[src/rtl/fetch_unit_if.sv]
// -----------------------------------------------------------------------------
// fetch_unit_if
// Bundles every non-clock/reset signal of the fetch stage.
//   Instruction-memory side : imem_req, imem_addr (out), imem_ack, imem_rdata (in)
//   Control-unit side       : Instr, InstrValid (out), InstrReady, PCSrc,
//                             BranchTarget (in)
//   Status                  : PC, PCPlus8, FetchErr (out)
// modport master : the fetch unit itself
// modport slave  : memory + control unit environment
// -----------------------------------------------------------------------------
interface fetch_unit_if;
  logic        imem_req;
  logic [31:0] imem_addr;
  logic        imem_ack;
  logic [31:0] imem_rdata;
  logic [31:0] Instr;
  logic        InstrValid;
  logic        InstrReady;
  logic        PCSrc;
  logic [31:0] BranchTarget;
  logic [31:0] PC;
  logic [31:0] PCPlus8;
  logic        FetchErr;

  modport master (
    output imem_req, imem_addr, Instr, InstrValid, PC, PCPlus8, FetchErr,
    input  imem_ack, imem_rdata, InstrReady, PCSrc, BranchTarget
  );

  modport slave (
    input  imem_req, imem_addr, Instr, InstrValid, PC, PCPlus8, FetchErr,
    output imem_ack, imem_rdata, InstrReady, PCSrc, BranchTarget
  );
endinterface

[src/rtl/fetch_unit.sv]
// -----------------------------------------------------------------------------
// fetch_unit
// Instruction fetch stage: holds the PC, fetches one 32-bit word per request
// over a req/ack handshake and presents it to the control unit with a
// valid/ready handshake. On accept the PC advances by 4 or redirects to
// BranchTarget when PCSrc is set.
//
// Ports:
//   clk      in  clock, rising edge
//   reset_n  in  synchronous active-low reset
//   bus      fetch_unit_if.master (memory, instruction and status signals)
//
// Parameters:
//   RESET_PC   PC loaded on reset (word aligned)
//   WAIT_LIMIT FETCH cycles without ack before FetchErr (2..255)
//
// Optional build macro:
//   ALIGN_CHECK_EN  defined   : misaligned branch target at accept -> ERR
//                   undefined : BranchTarget[1:0] silently forced to 00
// -----------------------------------------------------------------------------
module fetch_unit #(
  parameter logic [31:0] RESET_PC   = 32'h0000_0000,
  parameter int          WAIT_LIMIT = 16
) (
  input  logic        clk,
  input  logic        reset_n,
  fetch_unit_if.master bus
);

  typedef enum logic [1:0] {
    ST_IDLE  = 2'b00,
    ST_FETCH = 2'b01,
    ST_HOLD  = 2'b10,
    ST_ERR   = 2'b11
  } state_t;

  localparam logic [7:0] LIMIT_M1 = 8'(WAIT_LIMIT - 1);

  state_t      r_state;
  logic [31:0] r_pc;
  logic [31:0] r_instr;
  logic [7:0]  r_cnt;
  logic        r_req;
  logic        r_valid;
  logic        r_err;

  state_t      w_next;
  logic [31:0] w_pc_next;
  logic [31:0] w_instr_next;
  logic [7:0]  w_cnt_next;
  logic [31:0] w_target;

  assign w_target = {bus.BranchTarget[31:2], 2'b00};

  // Next-state, next-PC, captured instruction and wait-counter logic.
  always_comb begin
    w_next       = r_state;
    w_pc_next    = r_pc;
    w_instr_next = r_instr;
    w_cnt_next   = r_cnt;
    case (r_state)
      ST_IDLE: begin
        w_next = ST_FETCH;
      end
      ST_FETCH: begin
        // An ack on the limit cycle still wins over the timeout.
        if (bus.imem_ack) begin
          w_instr_next = bus.imem_rdata;
          w_cnt_next   = 8'd0;
          w_next       = ST_HOLD;
        end else if (r_cnt == LIMIT_M1) begin
          w_next = ST_ERR;
        end else begin
          w_cnt_next = r_cnt + 8'd1;
        end
      end
      ST_HOLD: begin
        if (bus.InstrReady) begin
`ifdef ALIGN_CHECK_EN
          if (bus.PCSrc && (bus.BranchTarget[1:0] != 2'b00)) begin
            w_next = ST_ERR;
          end else begin
            w_pc_next = bus.PCSrc ? w_target : (r_pc + 32'd4);
            w_next    = ST_FETCH;
          end
`else
          w_pc_next = bus.PCSrc ? w_target : (r_pc + 32'd4);
          w_next    = ST_FETCH;
`endif
        end else begin
          w_next = ST_HOLD;
        end
      end
      ST_ERR: begin
        w_next = ST_ERR;
      end
      default: begin
        w_next = ST_IDLE;
      end
    endcase
  end

  // State, datapath and registered handshake flags (decoded from next state).
  always_ff @(posedge clk) begin
    if (!reset_n) begin
      r_state <= ST_IDLE;
      r_pc    <= RESET_PC;
      r_instr <= 32'h0000_0000;
      r_cnt   <= 8'd0;
      r_req   <= 1'b0;
      r_valid <= 1'b0;
      r_err   <= 1'b0;
    end else begin
      r_state <= w_next;
      r_pc    <= w_pc_next;
      r_instr <= w_instr_next;
      r_cnt   <= w_cnt_next;
      r_req   <= (w_next == ST_FETCH);
      r_valid <= (w_next == ST_HOLD);
      r_err   <= (w_next == ST_ERR);
    end
  end

  assign bus.imem_req   = r_req;
  assign bus.imem_addr  = r_pc;
  assign bus.Instr      = r_instr;
  assign bus.InstrValid = r_valid;
  assign bus.PC         = r_pc;
  assign bus.PCPlus8    = r_pc + 32'd8;
  assign bus.FetchErr   = r_err;

endmodule

[src/flat_wrapper.sv]
// flat-port wrapper written by rule: the top's interface ports become plain ports
module fetch_unit_flat 
#(
  parameter logic [31:0] RESET_PC   = 32'h0000_0000,
  parameter int          WAIT_LIMIT = 16
)
  (clk, reset_n, bus_imem_req, bus_imem_addr, bus_Instr, bus_InstrValid, bus_PC, bus_PCPlus8, bus_FetchErr, bus_imem_ack, bus_imem_rdata, bus_InstrReady, bus_PCSrc, bus_BranchTarget);
  fetch_unit_if bus_i ();
  input  logic clk;
  input  logic reset_n;
  output wire logic [$bits(bus_i.imem_req)-1:0] bus_imem_req;
  output wire logic [$bits(bus_i.imem_addr)-1:0] bus_imem_addr;
  output wire logic [$bits(bus_i.Instr)-1:0] bus_Instr;
  output wire logic [$bits(bus_i.InstrValid)-1:0] bus_InstrValid;
  output wire logic [$bits(bus_i.PC)-1:0] bus_PC;
  output wire logic [$bits(bus_i.PCPlus8)-1:0] bus_PCPlus8;
  output wire logic [$bits(bus_i.FetchErr)-1:0] bus_FetchErr;
  input wire logic [$bits(bus_i.imem_ack)-1:0] bus_imem_ack;
  input wire logic [$bits(bus_i.imem_rdata)-1:0] bus_imem_rdata;
  input wire logic [$bits(bus_i.InstrReady)-1:0] bus_InstrReady;
  input wire logic [$bits(bus_i.PCSrc)-1:0] bus_PCSrc;
  input wire logic [$bits(bus_i.BranchTarget)-1:0] bus_BranchTarget;
  assign bus_imem_req = bus_i.imem_req;
  assign bus_imem_addr = bus_i.imem_addr;
  assign bus_Instr = bus_i.Instr;
  assign bus_InstrValid = bus_i.InstrValid;
  assign bus_PC = bus_i.PC;
  assign bus_PCPlus8 = bus_i.PCPlus8;
  assign bus_FetchErr = bus_i.FetchErr;
  assign bus_i.imem_ack = bus_imem_ack;
  assign bus_i.imem_rdata = bus_imem_rdata;
  assign bus_i.InstrReady = bus_InstrReady;
  assign bus_i.PCSrc = bus_PCSrc;
  assign bus_i.BranchTarget = bus_BranchTarget;
  fetch_unit #(.RESET_PC(RESET_PC), .WAIT_LIMIT(WAIT_LIMIT)) u_core (.clk(clk), .reset_n(reset_n), .bus(bus_i));
endmodule
[config.mk]
export PLATFORM = sky130hd
export DESIGN_NAME = fetch_unit_flat
export DESIGN_NICKNAME = d
export VERILOG_FILES = /design/src/rtl/fetch_unit_if.sv /design/src/rtl/fetch_unit.sv /design/src/flat_wrapper.sv
export SDC_FILE = /design/constraint.sdc
export NUM_CORES = 1
export LEC_CHECK = 0
export ABC_CLOCK_PERIOD_IN_PS = 2200
export CAP_MARGIN = 25
export CORE_MARGIN = 2
export CORE_UTILIZATION = 43
export CTS_CLUSTER_SIZE = 12
export DETAILED_ROUTE_END_ITERATION = 6
export PLACE_DENSITY = 0.83
export SYNTH_ARGS = -nofsm -noshare
export SYNTH_HDL_FRONTEND = slang
export SYNTH_SLANG_ARGS = --single-unit
export TNS_END_PERCENT = 10
[constraint.sdc]
create_clock -name clk -period 2.2 [get_ports clk]
set_input_delay 0.22 -clock clk [delete_from_list [all_inputs] [get_ports clk]]
set_output_delay 0.22 -clock clk [all_outputs]
set_load 0.05 [all_outputs]
==> results.json <==
{
  "clock_latency_ns": 0.36,
  "port_buffers": 191,
  "layout_setup_ws_ns": -0.1260,
  "synth.avg_cell_area_um2": 7.345,
  "fp-row-count": 37,
  "worst_pin_slew_ns": 0.6216,
  "drive_above_1_share_pct": 21.61,
  "synth_enable_flop_cells": 0,
  "grt_pass1_vias": 5285,
  "grt_overflow": 0,
  "pre_cts_ws_ns": 0.05871,
  "fin_util_pct": 73.48,
  "drv_slew": 0,
  "fin_crit_ns": 2.326,
  "viasPerCell": 5.864,
  "crit_type": "flop to output port",
  "synthCells": 617,
  "cts_tree": "yes",
  "cp-end-kind": "output port",
  "ys_warn_count": 0,
  "syn_to_final_growth_pct": 66.65,
  "insertedDiodeCount": 0,
  "tns_ns": -0.9565,
  "start_kind": "flop",
  "start_util_pct": 44.10,
  "status": "finished with violations",
  "die-area_um2": 11380,
  "finalWeightedCongestion": 0.9234,
  "vdd_drop_max_v": 0.0004325,
  "ys_ff_latch": 75,
  "core_area_um2": 10280,
  "die_w_um": 106.7,
  "critical_path_required_ns": 1.98,
  "finalHoldViolCount": 0,
  "clkTransAtPathRegs_ns": 0.09,
  "dr.pass1.iters": 6,
  "clock_path_buffers": 2,
  "numCtsBuffers": 9,
  "multi_input_area_um2": 2993,
  "cts_sinks": 75,
  "dpl_cell_area_um2": 7049,
  "drc_errors": 0,
  "wl_um": 16310,
  "p_per_area_nw_per_um2": 463.9,
  "grt_max_degree": 57,
  "h-tree-depth": 3,
  "dr_total_vias": 5465,
  "hp-class": "primary input to flop",
  "rsz0062_at_grt": "yes",
  "wl_per_cell_um": 17.50,
  "design_area_um2": 7552,
  "antenna_found_initial": 0,
  "fin_crit_sh_pct": 105.7,
  "slew_headroom_pct": 58.18,
  "final_antenna_net_count": 0,
  "io_pins": 200,
  "finalPower_mw": 3.503,
  "detail_route.iter0.violations": 507,
  "fin_skew_ns": 0.01198,
  "final_nets": 863,
  "dominantRegCellSynth": "dfxtp_1",
  "grt_usage_pct": 27.61,
  "seq_area_um2": 1562,
  "seq_area_frac_synth_pct": 33.13,
  "yosys.cell_types.count": 53,
  "cp.arrival_ns": 2.11,
  "grt_pass1_wl_um": 25500,
  "violations": "setup timing",
  "setup_viol": 14,
  "p_leak_nw": 2.850,
  "die_y_um": 106.7,
  "max_freq_ghz": 0.4299,
  "root_buffer": "clkbuf_8",
  "nFillCells": 720,
  "cap_violations": 0,
  "synthArstFlopShare_pct": 0,
  "synth_area_um2": 4532,
  "place_hpwl_um": 11290,
  "critPathMaxFanout": 11
}
-- path summary, 6_finish.rpt --
check                             from  depth (start not counted)              endpoint  slack (ns)
hold reg to reg   u_core.bus.Instr[20]                          2  u_core.bus.Instr[20]        0.46
hold / removal      bus_imem_rdata[12]                          3  u_core.bus.Instr[12]        0.40
setup / recovery      u_core.bus.PC[8]                          6       bus_PCPlus8[23]       -0.13
setup reg to reg     u_core.bus.PC[15]                          4     u_core.bus.PC[20]        0.13
-- final cells by class --
cell class | instances | area share, %
clock buffer | 9 | 1.640
clock inverter | 7 | 0.8118
inverter | 11 | 0.5964
multi-input combinational | 447 | 39.63
sequential | 75 | 20.68
tap | 136 | 2.253
timing repair buffer | 247 | 34.39
-- sequential cells by signal, indices dropped and copies added, names as in the netlist --
register               cells
u_core.bus.Instr          32
u_core.bus.PC             30
u_core.r_cnt               8
u_core.r_state             2
u_core.bus.FetchErr        1
u_core.bus.InstrValid      1
u_core.bus.imem_req        1
-- cell usage in the layout, fill, tap and decap left out, types with 4 or more instances in the layout --
| cell type | n |
|---|---|
| dfxtp_1 | 51 |
| and2_1 | 6 |
| nor3_1 | 17 |
| xor2_2 | 5 |
| nand4_1 | 18 |
| xnor2_2 | 4 |
| conb_1 | 6 |
| nand3b_1 | 5 |
| nor4_1 | 10 |
| and3_1 | 14 |
| dfxtp_4 | 12 |
| o31a_1 | 5 |
| xnor2_1 | 5 |
| nor4_2 | 5 |
| clkbuf_8 | 9 |
| nand3_1 | 26 |
| dfxtp_2 | 12 |
| a21oi_1 | 55 |
| xor2_1 | 4 |
| nor2_1 | 31 |
| o22ai_1 | 5 |
| or4_1 | 5 |
| buf_4 | 55 |
| clkdlybuf4s50_1 | 163 |
| inv_1 | 9 |
| a31oi_1 | 15 |
| a22oi_1 | 5 |
| nor4_4 | 5 |
| nand2_1 | 108 |
| o21ai_0 | 16 |
| xnor2_4 | 12 |
| buf_12 | 26 |
-- worst max-delay path, cell delays in order, from the launching register on --
cell	delay, ns
dfxtp_4	0.45
clkinvlp_4	0.19
nor4_4	0.30
buf_4	0.19
nand4_1	0.23
xnor2_4	0.23
buf_12	0.15
-- per-stage QoR --
step	hold WS (ns)	instances
2_1_floorplan	0.3560	622
3_3_place_gp	0.4407	899
3_5_place_dp	0.4483	899
4_1_cts	0.3993	929
5_1_grt	0.4216	932
6_report	0.4022	932
-- routing by layer --
metal	vias up	GRT usage, %	wire length (um)
met5	-	0	0
met4	0	15.31	809
met3	80	7.356	1786
met2	371	46.72	7801
met1	2532	31.53	5917
li1	2482	-	-
-- where the power goes --
part           internal [mW]  switching, mW
clock                  0.427          0.594
sequential              1.40         0.0742
combinational          0.411          0.593
-- synth_stat cells (all sizes together) (6+ instances only) --
cell type / n / share of area (%)
a31oi: 15 / 2.1
nor2: 35 / 2.9
o21ai: 16 / 1.8
xnor2: 21 / 4.1
nand4: 21 / 3.5
nand3: 28 / 3.1
nand2: 110 / 9.1
nor4: 20 / 3.2
inv: 11 / 0.91
and2: 6 / 0.83
dfxtp: 75 / 33
clkbuf: 45 / 3.8
xor2: 9 / 1.7
a21oi: 55 / 6.1
and3: 14 / 1.9
nor3: 18 / 2.0
buf: 45 / 7.0
-- logic make-up (layout without fill, tap and decap cells) --
group           count (synthesis)  in the layout  share of synthesized area (%)
simple gates                  275            276                          30.26
compound gates                129            129                          17.61
buf+inv                       101            274                          11.62
flops                          75             75                          33.13
xor+xnor                       30             30                          5.798
fa+ha+maj                       3              3                         0.8284
mux                             3              3                         0.6626
other cells                     1              6                        0.08275
-- timing repair --
action,in CTS,in global routing
setup endpoints to repair,19,21
endpoints found under the hold margin,0,0
hold buffers,0,0
resized for setup,26,12
setup buffers,14,2
cloned,0,1
pin swaps,15,3
(Power assumes the default switching activity.)
